$ cat config.mk
export PLATFORM = sky130hd
export DESIGN_NAME = chiplib_arb_pri_age
export DESIGN_NICKNAME = d
export VERILOG_FILES = /design/src/rtl/chiplib_arb_pri_age.sv
export SDC_FILE = /design/constraint.sdc
export NUM_CORES = 1
export LEC_CHECK = 0
export CORE_ASPECT_RATIO = 0.8
export CORE_MARGIN = 1
export CORE_UTILIZATION = 45
export CTS_CLUSTER_DIAMETER = 60
export CTS_CLUSTER_SIZE = 16
export DETAILED_ROUTE_END_ITERATION = 10
export PLACE_DENSITY = 0.72
export SLEW_MARGIN = 5
export SYNTH_ARGS = -nofsm -noshare
export SYNTH_HDL_FRONTEND = slang
export SYNTH_SLANG_ARGS = --single-unit
$ cat constraint.sdc
create_clock -name clk -period 2.6 [get_ports clk]
set_clock_uncertainty 0.15 [all_clocks]
set_input_delay 0.52 -clock clk [delete_from_list [all_inputs] [get_ports clk]]
set_output_delay 0.52 -clock clk [all_outputs]
set_load 0.03 [all_outputs]
$ cat src/rtl/chiplib_arb_pri_age.sv
// rtl/chiplib_arb_pri_age.sv - priority-aging front end for the priority arbiter
module chiplib_arb_pri_age #(
  parameter  int NumReq        = 10,
  parameter  int NumPriorities = 5,
  parameter  int AgeThreshold  = 8,
  localparam int PriorityWidth = $clog2(NumPriorities),
  localparam int AgeWidth      = $clog2(AgeThreshold) + 1
) (
  input  logic                                  clk,
  input  logic                                  rst,
  input  logic                                  age_en,
  input  logic [NumReq-1:0]                     in_req,
  input  logic [NumReq-1:0][PriorityWidth-1:0]  in_pri,
  output logic [NumReq-1:0]                     arb_req,
  output logic [NumReq-1:0][PriorityWidth-1:0]  arb_pri,
  input  logic [NumReq-1:0]                     arb_gnt,
  output logic [NumReq-1:0]                     gnt,
  output logic [NumReq-1:0]                     boosted
);

  localparam logic [PriorityWidth-1:0] MaxPri  = PriorityWidth'(NumPriorities - 1);
  localparam logic [AgeWidth-1:0]      AgeLast = AgeWidth'(AgeThreshold - 1);

  logic [NumReq-1:0][AgeWidth-1:0]      age_q, age_d;
  logic [NumReq-1:0][PriorityWidth-1:0] boost_q, boost_d;

  // Passthrough request; grants to idle requestors are dropped.
  assign arb_req = in_req;
  assign gnt     = arb_gnt & in_req;

  // Effective priority: clamped base plus boost, saturating at the top level.
  always_comb begin
    logic [PriorityWidth-1:0] base;
    logic [PriorityWidth:0]   sum;
    arb_pri = '0;
    boosted = '0;
    base    = '0;
    sum     = '0;
    for (int j = 0; j < NumReq; j++) begin
      base = (in_pri[j] > MaxPri) ? MaxPri : in_pri[j];
      sum  = {1'b0, base} + {1'b0, boost_q[j]};
      arb_pri[j] = (sum > {1'b0, MaxPri}) ? MaxPri : sum[PriorityWidth-1:0];
      boosted[j] = (boost_q[j] != '0);
    end
  end

  // Next age/boost: idle or granted clears, then enable gate, then threshold roll-over.
  always_comb begin
    age_d   = age_q;
    boost_d = boost_q;
    for (int j = 0; j < NumReq; j++) begin
      if (!in_req[j] || arb_gnt[j]) begin
        age_d[j]   = '0;
        boost_d[j] = '0;
      end else if (!age_en) begin
        age_d[j]   = age_q[j];
        boost_d[j] = boost_q[j];
      end else if (age_q[j] == AgeLast) begin
        age_d[j]   = '0;
        boost_d[j] = (boost_q[j] >= MaxPri) ? boost_q[j] : boost_q[j] + PriorityWidth'(1);
      end else begin
        age_d[j]   = age_q[j] + AgeWidth'(1);
      end
    end
  end

  // Per-requestor wait state, cleared asynchronously.
  always_ff @(posedge clk or posedge rst) begin
    if (rst) begin
      age_q   <= '0;
      boost_q <= '0;
    end else begin
      age_q   <= age_d;
      boost_q <= boost_d;
    end
  end

endmodule

======== After elaboration in Yosys (flattened, before gate mapping) ========
Cells that the tools add are included.
operators by class
  add/sub/neg operators ................... 30
  reduce and logical (&&, ||, !) cells .... 60
  magnitude comparators ................... 30
  multiplexer cells ....................... 90
  equal/unequal tests ..................... 20
  bitwise operators ....................... 1
operator list
  cell                                                                             number
  3-bit 2-to-1 mux                                                                 60
  4-bit 2-to-1 mux                                                                 30
  3-bit by 3-bit adder with 4-bit output                                           10
  4-bit by 1-bit adder with 4-bit output, second input constant                    10
  4-bit by 3-bit equality test with 1-bit output, second input constant            10
  4-bit by 3-bit greater-than comparator with 1-bit output, second input constant  10
  2-bit nonzero test                                                               20
  3-bit by 1-bit adder with 3-bit output, second input constant                    10
  3-bit greater-or-equal comparator, second input constant                         10
  3-bit greater-than comparator, second input constant                             10
  3-bit AND reduction                                                              10
  3-bit nonzero test                                                               10
  2-bit inequality test, second input constant                                     10
  10-bit bitwise AND                                                               1
  1-bit zero test                                                                  10
  1-bit logical OR                                                                 10
storage, ports and cells
  flip-flop bits (word level) ............. 70
  word-level logic and storage cells ...... 251
  output and inout bits ................... 60

======== Longest topological paths before layout ========
  word-level depth ........................ 5
  depth in mapped cells ................... 7

======== Worst setup path before layout ========
OpenSTA, ideal clock, no wires.
  path type ............................... input -> output
  start ................................... in in_pri[12] in the netlist's numbering
  end ..................................... out arb_pri[12] in the netlist's numbering
  path slack .............................. -348 ps
  stages on the path ...................... 7
  path buffers ............................ 0
  arrival time ............................ 2278 ps
  cell sequence ........................... nor2b_1 -> ha_1 -> inv_1 -> fa_1 -> a211oi_1 -> mux2i_1 -> nor3b_1
RTL lines
  item                RTL line  RTL
  start: declaration  13        input logic [NumReq-1:0][PriorityWidth-1:0] in_pri,
  end: declaration    15        output logic [NumReq-1:0][PriorityWidth-1:0] arb_pri,

==> flow_summary.ini <==
[run_status]
status = complete, but fails checks
violations = negative setup slack

[timing]
max_freq_mhz = 369
tightest_slew_ps = 367
rsz0062_at_grt = true
worst_slack_ps = -112
slew_headroom_pct = 75.5
finalSetupViolCount = 11
setup_tns_ps = -516
slew_violations = 0
finalHoldViolations = 0
whs_ps = 404
min_period_ps = 2710
finalCritPeriodShare_pct = 104

[drt]
drcViolationCount = 0
antenna_left = 0
drt-total-wl_mm = 11.1
drtIter0Drc = 160
firstDrtPassIters = 4
via_per_inst = 5.10
post_drt_wl_per_cell_um = 12.9
vias = 4374

[placement]
dp.cells = 812
detailed_place_hpwl_mm = 7.55
gp_congestion = 0.779
placed_area_mm2 = 0.00655
portBuffers = 112

[critical_path]
crit_slowest_cell = dfrtp_1
path_buf_inv = 3
path_cells = ha_4 -> inv_2 -> fa_2 -> a211oi_2 -> mux2i_1 -> buf_4 -> nor3b_2 -> buf_4
cp_max_fo = 2
crit_type = flop to output port
crit_top_cell = buf_4
critical_path.endpoint_type = output port
worst-endpoint-required_ps = 1930
critPathTopFamily = adder cells
cp_slowest_stage_delay_ps = 400
start_kind = flop
worstPathArrival_ps = 2040

[synthesis]
syn-instance-count = 542
netlist.area_leader.share_pct = 34.4
synth_top_flop_cell = dfrtp_1
yosysMostFrequentCell = dfrtp_1
synth-edff-count = 0
syn_nets = 665
synth.avg_cell_area_um2 = 9.39
yosysWarnings = 0
ys_ff_latch = 70
synth_largest_area_cell = dfrtp_1
synth.distinct_cells = 31
ys_top_cells_by_count = dfrtp_1 (70), ha_1 (60), a21oi_1 (57)
seq_area_frac_synth_pct = 34.4
synthArstFlopShare_pct = 100
syn_area_mm2 = 0.00509
ys_top_cells_by_area = dfrtp_1 (34%), ha_1 (15%), a21oi_1 (5.6%)

[power_and_ir_drop]
switching_share_pct = 23.0
p_sw_uw = 688
powerDensity_mw_per_mm2 = 391
ir_worst_vdd_mv = 0.339
power.leakage_nw = 3.54
intPower_mw = 2.31
clkPwrFrac_pct = 47.0
p_seq_share_pct = 37.0
p_comb_share_pct = 16.1

[die]
core_mm2 = 0.0109
die-area_mm2 = 0.0117
die_x_um = 121
rows = 34
die_height_um = 97.1
start_util_pct = 46.6
io_pins = 113

[global_routing]
overflow = 0
first_global_vias = 4335
grt_usage_pct = 19.5
grt_pass1_wl_mm = 18.7
antenna_found_initial = 0
grt_max_degree = 71

[cts]
worst_skew_pair.late_latency_ps = 330
cts.sinks = 70
cts_made_buffers = 9
clockBufferDepth = 2
cts.reportedPaths.clkPinSlew_ps = 60
cts-root-buf = clkbuf_16
htreeDepth = 3
cts_tree = yes

[flow_run]
drv_cap = 0

[hold_path]
hold_path_class = flop to flop

[layout]
instances_no_fill = 857
final_area_mm2 = 0.00766
regArea_mm2 = 0.00176
nets = 831
diodes = 0
multi_input_area_mm2 = 0.00367
area_delta_synth_final_pct = 50.4
drive_gt1_share_pct = 33.2
fill_cells = 827
==> cell usage in the layout (no fill, tap or decap), types with 7 or more instances in the layout <==
cell type / instances
clkbuf_16: 9
clkdlybuf4s50_1: 49
ha_4: 9
xor2_1: 11
a21oi_1: 44
nand2b_1: 36
and4b_1: 7
nand4b_1: 8
a21oi_2: 7
nand2_1: 25
and2_1: 10
or2_4: 9
nor2_1: 30
inv_2: 9
dfrtp_1: 67
nor3b_2: 12
nand4_1: 10
or3_1: 19
ha_1: 48
nor2b_4: 17
nand3b_1: 23
nor2b_1: 7
fa_2: 10
o21ai_0: 17
inv_1: 29
buf_4: 72
buf_6: 26
dlygate4sd2_1: 10
mux2i_1: 12
==> per-stage QoR <==
step	utilization, %	power [mW]	worst slack (ps)
6_report	70.0	3.00	-112
3_3_place_gp	59.9	1.54	-944
3_5_place_dp	59.9	1.55	-1020
4_1_cts	68.6	3.02	-152
5_1_grt	70.0	3.12	-263
2_1_floorplan	-	1.36	-150
==> routing by layer <==
layer,global-route usage (%),vias up,routed length [um]
met5,0,-,0
met4,5.41,0,176
li1,-,2193,-
met3,4.34,18,414
met1,22.5,2078,4740
met2,35.8,85,5760
==> area by class of cell <==
| cell class | count | area share, % |
|---|---|---|
| Clock buffer | 14 | 3.84 |
| Clock inverter | 2 | 0.784 |
| Multi-Input combinational cell | 417 | 48.0 |
| Sequential cell | 70 | 22.9 |
| Timing Repair Buffer | 172 | 20.3 |
| Inverter | 38 | 1.86 |
| Tap cell | 144 | 2.35 |
==> repair_timing <==
action                                  CTS  global route
resized for setup                       242            24
setup buffers                            20            10
pin swaps                                47            42
hold buffers                              0             0
endpoints found under the setup margin   30            30
==> flip-flops by register name, summed over array words and instances, names as in the netlist <==
name and count:
boost_q 30, age_q 40
==> cells by family (layout without fill, tap and decap cells) <==
group | after synthesis | count (layout) | synth area share, %
flops | 70 | 70 | 34.4
compound gates | 88 | 88 | 9.22
simple gates | 236 | 236 | 28.4
mux | 12 | 12 | 2.36
fa+ha+maj | 70 | 70 | 18.7
buf+inv | 55 | 226 | 5.04
xor+xnor | 11 | 11 | 1.89
==> power by group through the flow <==
stage          sequential, mW  clock, mW  combinational (mW)
2_1_floorplan            1.13          0               0.236
3_3_place_gp             1.13          0               0.413
3_5_place_dp             1.13          0               0.424
4_1_cts                  1.11       1.44               0.473
5_1_grt                  1.11       1.49               0.520
6_report                 1.11       1.41               0.482
==> path summary, 6_finish.rpt <==
| kind | start | to | slack [ps] | depth (start not counted) |
|---|---|---|---|---|
| hold reg to reg | age_q[17] | age_q[17] | 400 | 2 |
| hold / removal | age_q[17] | age_q[17] | 400 | 2 |
| max in group asynchronous | rst | boost_q[15] | 1560 | 3 |
| min in group asynchronous | rst | boost_q[5] | 450 | 3 |
| setup / recovery | boost_q[12] | arb_pri[12] | -110 | 8 |
| setup reg to reg | age_q[36] | boost_q[27] | 1060 | 4 |
==> worst min-delay path, cell delays in order, from the launching register on <==
cell and delay [ps]:
dfrtp_1 360, mux2i_1 70, nor2_1 80
Note: power is estimated with default switching activity, not from simulation.
